$ cat config.mk
export PLATFORM = sky130hd
export DESIGN_NAME = mem_access_unit
export DESIGN_NICKNAME = d
export VERILOG_FILES = /design/src/rtl/mem_access_pkg.sv /design/src/rtl/mem_load_ext.sv /design/src/rtl/mem_access_unit.sv
export SDC_FILE = /design/constraint.sdc
export NUM_CORES = 1
export LEC_CHECK = 0
export CELL_PAD_IN_SITES_DETAIL_PLACEMENT = 1
export CELL_PAD_IN_SITES_GLOBAL_PLACEMENT = 1
export CORE_AREA = 2 2 126 158
export DETAILED_ROUTE_END_ITERATION = 12
export DIE_AREA = 0 0 128 160
export GPL_ROUTABILITY_DRIVEN = 0
export GPL_TIMING_DRIVEN = 0
export PLACE_DENSITY_LB_ADDON = 0.25
export SETUP_SLACK_MARGIN = 0.3
export SLEW_MARGIN = 0
export SYNTH_ARGS = -nofsm -noshare
export SYNTH_HDL_FRONTEND = slang
export SYNTH_SLANG_ARGS = --single-unit
export TNS_END_PERCENT = 20
$ cat constraint.sdc
create_clock -name clk -period 5.1 [get_ports clk]
set_input_delay 0.765 -clock clk [delete_from_list [all_inputs] [get_ports clk]]
set_output_delay 0.765 -clock clk [all_outputs]
set_load 0.1 [all_outputs]
$ cat src/rtl/mem_access_pkg.sv
// Shared types and helpers for the memory access stage: access-size codes, FSM states,
// access kinds and the store lane/byte-enable helpers.
package mem_access_pkg;

    localparam logic [2:0] F3_B  = 3'b000;
    localparam logic [2:0] F3_H  = 3'b001;
    localparam logic [2:0] F3_W  = 3'b010;
    localparam logic [2:0] F3_BU = 3'b100;
    localparam logic [2:0] F3_HU = 3'b101;

    typedef enum logic [1:0] {ST_IDLE, ST_REQ, ST_WAIT, ST_DONE} mau_state_e;

    typedef enum logic [1:0] {FETCH, READ, WRITE} acc_kind_t;

    function automatic logic [3:0] store_be(input logic [2:0] f3, input logic [1:0] lane);
        case (f3[1:0])
            2'b00:   store_be = 4'b0001 << lane;
            2'b01:   store_be = 4'b0011 << {lane[1], 1'b0};
            default: store_be = 4'b1111;
        endcase
    endfunction

    function automatic logic [31:0] store_data(input logic [2:0] f3, input logic [31:0] d);
        case (f3[1:0])
            2'b00:   store_data = {4{d[7:0]}};
            2'b01:   store_data = {2{d[15:0]}};
            default: store_data = d;
        endcase
    endfunction

endpackage

$ cat src/rtl/mem_load_ext.sv
// Load aligner: picks the byte/halfword lane out of the bus word and sign- or zero-extends it.
module mem_load_ext
    import mem_access_pkg::*;
(
    input  logic [31:0] rdata_word_i,
    input  logic [1:0]  lane_i,
    input  logic [2:0]  funct3_i,
    output logic [31:0] ext_o
);

    logic [7:0]  b;
    logic [15:0] h;

    always_comb begin
        b = rdata_word_i[{lane_i, 3'b000} +: 8];
        h = rdata_word_i[{lane_i[1], 4'b0000} +: 16];
        case (funct3_i)
            F3_B:    ext_o = {{24{b[7]}}, b};
            F3_H:    ext_o = {{16{h[15]}}, h};
            F3_BU:   ext_o = {24'b0, b};
            F3_HU:   ext_o = {16'b0, h};
            default: ext_o = rdata_word_i;
        endcase
    end

endmodule

$ cat src/rtl/mem_access_unit.sv
// Converts fetch/load/store strobes from the multicycle FSM into a req/gnt/rvalid bus access.
// Optional MISALIGN_TRAP_EN: misaligned H/W/fetch accesses skip the bus and pulse misalign.
module mem_access_unit
    import mem_access_pkg::*;
#(
    parameter int unsigned TIMEOUT_CYCLES = 16,
    parameter int unsigned AW             = 32
) (
    input  logic          clk,
    input  logic          rst,
    input  logic          acc_fetch,
    input  logic          acc_read,
    input  logic          acc_write,
    input  logic [AW-1:0] adr,
    input  logic [31:0]   wdata,
    input  logic [2:0]    funct3,
    output logic          stall,
    output logic [31:0]   instr,
    output logic [31:0]   rdata,
    output logic          bus_req,
    output logic          bus_we,
    output logic [AW-1:0] bus_addr,
    output logic [3:0]    bus_be,
    output logic [31:0]   bus_wdata,
    input  logic          bus_gnt,
    input  logic          bus_rvalid,
    input  logic [31:0]   bus_rdata,
    output logic          bus_err,
    output logic          misalign
);

    localparam int unsigned CW = (TIMEOUT_CYCLES > 1) ? $clog2(TIMEOUT_CYCLES) : 1;
    localparam logic [CW-1:0] TO_LAST = CW'((TIMEOUT_CYCLES == 0) ? 0 : TIMEOUT_CYCLES - 1);

    mau_state_e    state_q, state_d;
    acc_kind_t     kind_q, kind_in;
    logic [1:0]    lane_q;
    logic [2:0]    f3_q;
    logic [CW-1:0] cnt_q, cnt_d;
    logic [AW-1:0] addr_q;
    logic [3:0]    be_q;
    logic [31:0]   bwd_q;
    logic [31:0]   instr_q;
    logic [31:0]   rdata_q;
    logic          err_q;
    logic          acc_any, accept, mis_in, expired, timeout, capture;
    logic [31:0]   load_ext;

    assign acc_any = acc_fetch | acc_write | acc_read;
    assign kind_in = acc_fetch ? FETCH : (acc_write ? WRITE : READ);
    assign accept  = (state_q == ST_IDLE) && acc_any && !mis_in;
    assign expired = (TIMEOUT_CYCLES != 0) && (cnt_q == TO_LAST);

`ifdef MISALIGN_TRAP_EN
    logic mis_q;

    always_comb begin
        mis_in = 1'b0;
        if (kind_in == FETCH || funct3[1:0] == 2'b10)
            mis_in = (adr[1:0] != 2'b00);
        else if (funct3[1:0] == 2'b01)
            mis_in = adr[0];
    end

    // Pulse lands in DONE, the one cycle the FSM sees stall low.
    always_ff @(posedge clk or negedge rst) begin
        if (!rst) mis_q <= 1'b0;
        else      mis_q <= (state_q == ST_IDLE) && acc_any && mis_in;
    end

    assign misalign = mis_q;
`else
    assign mis_in   = 1'b0;
    assign misalign = 1'b0;
`endif

    always_comb begin
        state_d = state_q;
        cnt_d   = cnt_q;
        stall   = 1'b0;
        bus_req = 1'b0;
        timeout = 1'b0;
        capture = 1'b0;
        case (state_q)
            ST_IDLE: begin
                cnt_d = '0;
                if (acc_any) begin
                    stall   = 1'b1;
                    state_d = mis_in ? ST_DONE : ST_REQ;
                end
            end
            ST_REQ: begin
                stall   = 1'b1;
                bus_req = 1'b1;
                cnt_d   = cnt_q + 1'b1;
                if (bus_gnt) begin
                    state_d = (kind_q == WRITE) ? ST_DONE : ST_WAIT;
                end else if (expired) begin
                    state_d = ST_DONE;
                    timeout = 1'b1;
                end
            end
            ST_WAIT: begin
                stall = 1'b1;
                cnt_d = cnt_q + 1'b1;
                if (bus_rvalid) begin
                    state_d = ST_DONE;
                    capture = 1'b1;
                end else if (expired) begin
                    state_d = ST_DONE;
                    timeout = 1'b1;
                end
            end
            ST_DONE: state_d = ST_IDLE;
            default: state_d = ST_IDLE;
        endcase
    end

    mem_load_ext u_load_ext (
        .rdata_word_i (bus_rdata),
        .lane_i       (lane_q),
        .funct3_i     (f3_q),
        .ext_o        (load_ext)
    );

    always_ff @(posedge clk or negedge rst) begin
        if (!rst) begin
            state_q <= ST_IDLE;
            kind_q  <= FETCH;
            lane_q  <= 2'b00;
            f3_q    <= 3'b000;
            cnt_q   <= '0;
            addr_q  <= '0;
            be_q    <= 4'b0000;
            bwd_q   <= '0;
            instr_q <= '0;
            rdata_q <= '0;
            err_q   <= 1'b0;
        end else begin
            state_q <= state_d;
            cnt_q   <= cnt_d;
            err_q   <= timeout;
            if (accept) begin
                kind_q <= kind_in;
                lane_q <= adr[1:0];
                f3_q   <= funct3;
                addr_q <= {adr[AW-1:2], 2'b00};
                be_q   <= (kind_in == WRITE) ? store_be(funct3, adr[1:0]) : 4'b1111;
                bwd_q  <= store_data(funct3, wdata);
            end
            if (capture) begin
                if (kind_q == FETCH) instr_q <= bus_rdata;
                else                 rdata_q <= load_ext;
            end
        end
    end

    assign bus_we    = bus_req && (kind_q == WRITE);
    assign bus_addr  = addr_q;
    assign bus_be    = be_q;
    assign bus_wdata = bwd_q;
    assign instr     = instr_q;
    assign rdata     = rdata_q;
    assign bus_err   = err_q;

endmodule
### After elaboration in Yosys (flattened, before gate mapping)

Index checks and enable logic that the tools add are counted.

| storage, ports and cells | value |
|---|---|
| bits in read-only memories | 0 |
| register bits | 144 |
| output and inout bits | 137 |
| memories kept | 0 |
| bits in latches | 0 |
| bits in writable memories | 0 |
| word-level logic and storage cells | 62 |

| cells by class | value |
|---|---|
| shifts and indexed selects | 4 |
| add/subtract/negate cells | 1 |
| multiplexer cells | 22 |
| equal/unequal tests | 11 |
| div/mod/pow operators | 0 |
| reductions and logical operators | 10 |
| magnitude comparators | 0 |
| bitwise logic cells | 3 |
| multiply operators | 0 |

Operator list:

| kind | number |
|---|---|
| $pmux 32 s4 | 1 |
| $pmux 32 s2 | 1 |
| $shiftx 32x6->16 | 1 |
| $shiftx 32x6->8 | 1 |
| $pmux 4 s2 | 2 |
| $mux 2 | 6 |
| $eq 2x2->1 const B | 4 |
| $mux 1 | 8 |
| $pmux 2 s4 | 1 |
| $eq 3x3->1 const B | 2 |
| $logic_not 2->1 | 3 |
| $add 4x1->4 const B | 1 |
| $eq 2x1->1 const B | 2 |
| $eq 4x4->1 const B | 1 |
| $mux 4 | 1 |
| $pmux 1 s2 | 2 |
| $reduce_and 2->1 | 2 |
| $shl 1x2->4 const A | 1 |
| $shl 2x2->4 const A | 1 |
| $eq 3x1->1 const B | 1 |
| $logic_not 3->1 | 1 |
| $logic_and 1x1->1 | 2 |
| $ne 2x2->1 const B | 1 |
| $or 1x1->1 | 2 |
| other kinds (3) | 3 |

### Logic depth before layout (Yosys ltp)

Gate-level depths: netlist (run 1).

| logic depth | value |
|---|---|
| word-level depth | 4 |
| mapped depth | 8 |
| mapped depth without buffers | 6 |

### Cells and area by module

A second synthesis (run 1) with hierarchy kept.

| second synthesis, totals | value |
|---|---|
| cells, all modules | 628 |
| area total of the unflattened synthesis | 6741.5 sq um |

By module, submodules not included:

| module | sequential area each (sq um) | cells each | instances | area each (sq um) |
|---|---|---|---|---|
| mem_access_unit | 3603.5 | 510 | 1 | 5947.0 |
| mem_load_ext | 0.0 | 118 | 1 | 794.5 |

### Least setup slack after synthesis (run 1)

OpenSTA, ideal clock, no wires.

| timing path | value |
|---|---|
| kind | input-to-output |
| start | input port acc_fetch |
| end | output port stall |
| required time | 4.335 ns |
| arrival | 2.742 ns |
| stages | 5 |
| setup slack | 1.593 ns |
| path buffers | 2 |
| cells stage by stage | nor3_1 -> nand2b_1 -> buf_2 -> buf_2 -> a21oi_1 |

| between the ends | value |
|---|---|
| longest elaborated chain between the ends | 4 |

RTL lines:

| what | RTL line | text |
|---|---|---|
| from (decl) | mem_access_unit.sv:11 | `input logic acc_fetch,` |
| $or 1x1->1 (2 in series) | mem_access_unit.sv:49 | `assign acc_any = acc_fetch \| acc_write \| acc_read;` |
| $mux 1 | mem_access_unit.sv:87 | `if (acc_any) begin` |
| $pmux 1 s2 | mem_access_unit.sv:84 | `case (state_q)` |
| to (decl) | mem_access_unit.sv:17 | `output logic stall,` |

Every way passes these cells.

### Worst setup path in the final report (run 1)

Ends and elaborated chain as after synthesis.

==> out/results.md, run 1 <==
| Item | Value | Unit |
|:---|:---|:---|
| Post-synthesis async set-or-reset flop share | 100 | % |
| Initial DRC Count | 181 | - |
| Via total after detailed routing | 5919 | - |
| # diodes | 0 | - |
| Portion of synthesized cell area occupied by the leading cell type | 53.5 | % |
| Post-CTS setup repair buffer count | 0 | - |
| Synth top cells by count | sky130_fd_sc_hd__nand2_1 (182), sky130_fd_sc_hd__dfrtp_1 (144), sky130_fd_sc_hd__o21ai_0 (64), sky130_fd_sc_hd__mux2_2 (38), sky130_fd_sc_hd__mux2i_1 (31) | - |
| Yosys cell types | 50 | - |
| Row count | 57 | - |
| DRC errors left | 0 | - |
| Floorplan Core Area | 0.0191 | mm^2 |
| Max Slew Vio Count | 0 | - |
| Final #Nets | 1047 | - |
| Average cell area after synthesis | 9.96 | um^2 |
| Total Die Area | 0.0205 | mm^2 |
| Final setup fails | 0 | - |
| Most repeated cell in the gate-level netlist after synthesis | sky130_fd_sc_hd__nand2_1 | - |
| Clock latency on the worst-skew pair | 0.41 | ns |
| Element type at the critical path end | primary output | - |
| Worst EP required | 4.34 | ns |
| Commonest register cell after synthesis | sky130_fd_sc_hd__dfrtp_1 | - |
| Clock sinks | 144 | - |
| Startpoint types | input pin | - |
| Resize count post-CTS | 0 | - |
| Initial antenna violation count | 0 | - |
| Number of enable flip-flop cells after synthesis | 0 | - |
| Half-perimeter wire length after detailed placement | 16400 | um |
| CTS root buffer | sky130_fd_sc_hd__clkbuf_16 | - |
| Effective utilization at floorplan | 35.2 | % |
| Post-Syn Instances | 676 | - |
| Number of global-route vias before repair | 6338 | - |
| Fraction of layout cells with a size suffix above 1 | 13.8 | % |
| CTS H-Tree Depth | 4 | - |
| Io pins | 243 | - |
| Maximum operating frequency | 253 | MHz |
| Wire length of the first global-routing pass | 35000 | um |
| Max-cap violation count | 0 | - |
| Fraction of the cycle the final worst path needs | 77.4 | % |
| TritonCTS clock tree | built | - |
| Kind of critical path | in -> out | - |
| Summed instance area of the synthesized netlist | 0.00673 | mm^2 |
| Number of buffers between clock root and the deepest sink | 2 | - |
| Top cell type by total area after synthesis | sky130_fd_sc_hd__dfrtp_1 | - |
| Chip width | 128 | um |
| Total non-filler cell area in the finished layout | 0.0100 | mm^2 |
| Fillcell total | 2133 | - |
| Number of buffers inserted by port buffering | 238 | - |
| Max Clock Skew | 0.0103 | ns |
| Leading cell types by total area after synthesis | sky130_fd_sc_hd__dfrtp_1 (54%), sky130_fd_sc_hd__nand2_1 (10%), sky130_fd_sc_hd__mux2_2 (6.4%) | - |
| Inserted Clock Buffers | 17 | - |
| Worst slew pin tran | 1.04 | ns |
| Combined global-route utilization of all metal layers | 21.9 | % |
| Relative slew margins | 30.4 | % |
| Total placed instance area | 0.00944 | mm^2 |
| Clock-pin slew on the worst setup and hold paths | 0.06 | ns |
| CP Data Arrival Time | 3.18 | ns |
| Status | complete, no violations | - |
| Hold crit path type | in -> async | - |
| Synthesis Warnings | 0 | - |
| Area added between synthesis and finish | 48.8 | % |
| Post-route antenna net violation count | 0 | - |
| Post-CTS Hold Buffers | 0 | - |
| Post-synthesis register bit count | 144 | - |
| Number of iterations in the first detailed-routing pass | 4 | - |
| Minimum period implied by the final worst setup slack | 3.95 | ns |
| Drt via density | 4.99 | - |
| Routed len/inst | 18.7 | um |
| Final hold slack | 0.336 | ns |
| Critical path fanouts, max | 10 | - |
| Sequential share of the synthesized area | 53.5 | % |
| Aggregate global routing overflow | 0 | - |
| Pin count of the biggest net entering global routing | 83 | - |
| Setup repair after global routing missed its margin | false | - |
| DRT Wirelength | 22100 | um |
| Die Y | 160 | um |
| Final hold viol count | 0 | - |
-- worst paths after layout --
| path | from | endpoint | slack [ns] | cells past startpoint |
|---|---|---|---|---|
| worst min-delay path | rst | instr[18] | 0.34 | 1 |
| min in group clk | bus_addr[17] | bus_addr[17] | 0.47 | 2 |
| worst max-delay path | acc_fetch | stall | 1.15 | 7 |
| worst min register to register | bus_addr[17] | bus_addr[17] | 0.47 | 2 |
| max in group asynchronous | rst | bus_wdata[2] | 3.93 | 2 |
| worst max register to register | state_q[0] | lane_q[1] | 3.06 | 7 |
-- layout make-up --
class | count | area [um^2] | share of cell area [%]
tap | 236 | 295 | 2.95
buffer | 45 | 287 | 2.86
timing repair buffer | 239 | 2410 | 24.1
clock buffer | 19 | 443 | 4.42
inverter | 9 | 33.8 | 0.337
sequential | 144 | 3600 | 36.0
multi-input combinational | 480 | 2810 | 28.1
clock inverter | 13 | 129 | 1.29
-- sequential cells by signal (all words and copies together), names as in the netlist --
register   cells
f3_q           3
state_q        2
bus_addr      30
kind_q         2
bus_wdata     32
lane_q         2
instr         32
rdata         32
bus_be         4
bus_err        1
cnt_q          4
-- layer usage --
layer | routed length [um] | up-vias | share of wire, % | global-route usage (%)
met2 | 10900 | 190 | 49 | 37.3
met4 | 541 | 0 | 2.4 | 7.69
met3 | 1540 | 26 | 6.9 | 7.27
li1 | - | 2807 | - | -
met5 | 0 | - | 0 | 0
met1 | 9110 | 2896 | 41 | 25.9
-- critical path, stage by stage --
cell	delay, ns
sky130_fd_sc_hd__clkdlybuf4s50_1	0.51
sky130_fd_sc_hd__nor3_1	0.09
sky130_fd_sc_hd__nand2b_1	0.14
sky130_fd_sc_hd__buf_2	0.17
sky130_fd_sc_hd__buf_2	0.20
sky130_fd_sc_hd__a21oi_1	0.16
sky130_fd_sc_hd__clkdlybuf4s50_1	1.15
-- kinds of logic after synthesis --
| group | share of synthesized area, % |
|---|---|
| adders and majority gates | 0.930 |
| buffers and inverters | 4.76 |
| other | 0.0557 |
| muxes | 11.3 |
| AOI/OAI and AO/OA | 12.4 |
| and+or+nand+nor | 17.0 |
| DFF | 53.5 |
-- stage by stage --
stage	std cells	utilization, %	setup slack (ns)	setup TNS, ns
3_5_place_dp	1153	49.4	1.12	0
3_3_place_gp	1152	49.3	-3.00	-429.97
4_1_cts	1185	52.4	1.12	0
6_report	1185	52.4	1.15	0
5_1_grt	1185	52.4	1.04	0
2_1_floorplan	678	-	1.59	0
-- layout by cell type (no fill, tap or decap), types with 4 or more instances in the layout --
cell type	Yosys	layout
sky130_fd_sc_hd__clkbuf_1	11	12
sky130_fd_sc_hd__clkinvlp_4	0	5
sky130_fd_sc_hd__mux2_2	38	38
sky130_fd_sc_hd__a22oi_1	6	6
sky130_fd_sc_hd__buf_2	16	16
sky130_fd_sc_hd__a21oi_2	11	11
sky130_fd_sc_hd__nor2_1	17	17
sky130_fd_sc_hd__buf_4	4	4
sky130_fd_sc_hd__clkdlybuf4s50_1	0	237
sky130_fd_sc_hd__a21oi_1	29	29
sky130_fd_sc_hd__dfrtp_1	144	144
sky130_fd_sc_hd__o21a_1	4	4
sky130_fd_sc_hd__nor2b_1	9	9
sky130_fd_sc_hd__or3_2	5	5
sky130_fd_sc_hd__o21ai_0	64	64
sky130_fd_sc_hd__o211ai_1	6	6
sky130_fd_sc_hd__clkbuf_16	0	17
sky130_fd_sc_hd__ha_1	5	5
sky130_fd_sc_hd__inv_1	9	9
sky130_fd_sc_hd__nand2_1	182	182
sky130_fd_sc_hd__inv_6	0	5
sky130_fd_sc_hd__o21ai_1	5	5
sky130_fd_sc_hd__nand3_1	24	24
sky130_fd_sc_hd__and2_1	6	6
sky130_fd_sc_hd__mux2i_1	31	31
sky130_fd_sc_hd__buf_6	9	10
sky130_fd_sc_hd__nand2b_1	5	5
Power of run 1 is not shown: default switching activity piles up to over one toggle a cycle in this logic, so the estimate is an artifact.
==> run 2: changes to the inputs <==
--- a/config.mk
+++ b/config.mk
@@ -7,9 +7,9 @@
 export LEC_CHECK = 0
 export CELL_PAD_IN_SITES_DETAIL_PLACEMENT = 1
 export CELL_PAD_IN_SITES_GLOBAL_PLACEMENT = 1
-export CORE_AREA = 2 2 126 158
+export CORE_AREA = 2 2 129 163
 export DETAILED_ROUTE_END_ITERATION = 12
-export DIE_AREA = 0 0 128 160
+export DIE_AREA = 0 0 131 165
 export GPL_ROUTABILITY_DRIVEN = 0
 export GPL_TIMING_DRIVEN = 0
 export PLACE_DENSITY_LB_ADDON = 0.25
==> constraint.sdc (replaced) <==
create_clock -name clk -period 3.7 [get_ports clk]
set_input_delay 0.555 -clock clk [delete_from_list [all_inputs] [get_ports clk]]
set_output_delay 0.555 -clock clk [all_outputs]
set_load 0.1 [all_outputs]
==> run 2 against run 1 <==
  * First-iteration DRC count increased by 17%
  * Critical path type is now reg -> out
  * Final cell count grew 2.9%
  * Register-to-register slack got worse by 1.4 ns
  * Die area up 5.5%
==> out/results.md, run 2 (synthesis results as in run 1) <==
| Item | Value | Unit | vs previous |
|:---|:---|:---|:---|
| Clock-pin slew on the worst setup and hold paths | 0.06 | ns | about the same |
| Number of iterations in the first detailed-routing pass | 4 | - | unchanged |
| Total non-filler cell area in the finished layout | 0.0101 | mm^2 | +0.71% |
| CTS root buffer | sky130_fd_sc_hd__clkbuf_16 | - |  |
| Crit path launch | state_q[1] | - |  |
| Number of global-route vias before repair | 6317 | - | -0.33% |
| Maximum operating frequency | 324 | MHz |  |
| CP peak stage delay | 1.15 | ns | about the same |
| Io pins | 243 | - | unchanged |
| Setup repair after global routing missed its margin | false | - |  |
| R2r endpoint | instr[3] | - |  |
| CP Data Arrival Time | 2.54 | ns | -0.64 ns |
| Chip width | 131 | um | +2.3% |
| Cell at the slowest stage of the critical path | sky130_fd_sc_hd__clkdlybuf4s50_1 | - |  |
| # diodes | 0 | - | unchanged |
| Critical path fanouts, max | 5 | - | -5 |
| Clock latency on the worst-skew pair | 0.42 | ns | about the same |
| Worst EP required | 3.14 | ns | -1.20 ns |
| Combined global-route utilization of all metal layers | 21.1 | % | -0.88 points |
| Final hold viol count | 0 | - | unchanged |
| TritonCTS clock tree | built | - |  |
| Element type at the critical path end | primary output | - |  |
| Most common cell after layout, fill and taps aside | sky130_fd_sc_hd__clkdlybuf4s50_1 | - |  |
| Reg2Reg Depth | 6 | - | -1 |
| Status | complete, no violations | - |  |
| Half-perimeter wire length after detailed placement | 16800 | um | +2.5% |
| Post-CTS setup repair buffer count | 0 | - | unchanged |
| Endpoint of the worst setup timing path | bus_we | - |  |
| Max-cap violation count | 0 | - | unchanged |
| DRC errors left | 0 | - | unchanged |
| Hold crit path type | in -> async | - |  |
| Total Die Area | 0.0216 | mm^2 | +5.5% |
| Routed len/inst | 18.5 | um | -0.65% |
| Area added between synthesis and finish | 49.9 | % |  |
| Clock sinks | 144 | - | unchanged |
| Die Y | 165 | um | +3.1% |
| CTS H-Tree Depth | 4 | - | unchanged |
| Wire length of the first global-routing pass | 34700 | um | -0.79% |
| Drt via density | 4.89 | - | -2.1% |
| Inserted Clock Buffers | 17 | - | unchanged |
| Floorplan Core Area | 0.0200 | mm^2 | +4.4% |
| Minimum period implied by the final worst setup slack | 3.09 | ns |  |
| Number of buffers between clock root and the deepest sink | 2 | - | unchanged |
| Final setup fails | 0 | - | unchanged |
| Post-route antenna net violation count | 0 | - | unchanged |
| Kind of critical path | reg -> out | - |  |
| Cell-by-cell listing of the critical path | inv_1 -> ha_1 -> and3b_1 -> clkdlybuf4s50_1 | - |  |
| Fraction of the cycle the final worst path needs | 83.5 | % |  |
| Final #Nets | 1047 | - | unchanged |
| Startpoint types | flop | - |  |
| Aggregate global routing overflow | 0 | - | unchanged |
| Number of buffers inserted by port buffering | 238 | - | unchanged |
| DRT Wirelength | 22600 | um | +2.2% |
| Max Slew Vio Count | 0 | - | unchanged |
| Fraction of layout cells with a size suffix above 1 | 13.8 | % | unchanged |
| Pin count of the biggest net entering global routing | 74 | - | -11% |
| Initial DRC Count | 212 | - | +17% |
| Via total after detailed routing | 5958 | - | +0.66% |
| Worst r2r src | state_q[0] | - |  |
| Final hold slack | 0.154 | ns | -0.182 ns |
| Row count | 58 | - | +1.8% |
| Effective utilization at floorplan | 33.7 | % | -1.5 points |
| Initial antenna violation count | 0 | - | unchanged |
| Max Clock Skew | 0.00701 | ns | -0.00329 ns |
| Commonest cells after routing, fill and taps aside | sky130_fd_sc_hd__clkdlybuf4s50_1 (236), sky130_fd_sc_hd__nand2_1 (182), sky130_fd_sc_hd__dfrtp_1 (144), sky130_fd_sc_hd__o21ai_0 (64), sky130_fd_sc_hd__mux2_2 (38) | - |  |
| Relative slew margins | 28.0 | % | -2.4 points |
| Worst slew pin tran | 1.08 | ns | +0.0357 ns |
| Total placed instance area | 0.00949 | mm^2 | +0.45% |
| Worst R2R Setup Slack | 1.66 | ns | -1.40 ns |
run 2: worst min path at each step:
stage,endpoint,slack (ns)
2_1_floorplan,bus_addr[10],0.26
3_3_place_gp,bus_addr[12],0.46
3_5_place_dp,bus_addr[14],0.47
4_1_cts,instr[21],0.19
5_1_grt,instr[21],0.20
6_report,instr[21],0.15
run 2: timing repair:
action | CTS | global route
endpoints found under the hold margin | 0 | 0
hold buffers | 0 | 0
setup endpoints to repair | 1 | 1
resized for setup | 1 | 2
run 2: layout make-up:
class                      instances  area [um^2]
buffer                            45          287
clock buffer                      20          447
clock inverter                    12          159
fill                            2248         9870
inverter                           9         33.8
multi-input combinational        480         2810
sequential                       144         3600
tap                              270          338
timing repair buffer             239         2410
run 2: routing by layer:
layer	part of all wire, %	track usage [%]	wire length, um	vias up
li1	-	-	-	2801
met1	40	24.6	8950	2939
met2	51	36.2	11500	193
met3	7.8	7.22	1760	25
met4	1.9	6.29	435	0
met5	0	0	0	-
run 2: through the flow:
step           util (%)  TNS, ns  worst slack [ns]  instances
6_report           50.5        0             0.609       1219
5_1_grt            50.5        0             0.508       1219
4_1_cts            50.6        0             0.327       1219
3_5_place_dp       47.5        0            0.0786       1187
3_3_place_gp       47.4  -601.11             -4.18       1186
2_1_floorplan         -        0             0.516        678
run 2: critical path: cells and delay by family (launching register included):
| kind | cells | cell delay (ns) |
|---|---|---|
| adder cells (fa/ha/maj) | 1 | 0.24 |
| buffers and inverters | 2 | 1.24 |
| flip-flops | 1 | 0.41 |
| AND/OR/NAND/NOR | 1 | 0.23 |
Power of run 2 is left out for the same reason.
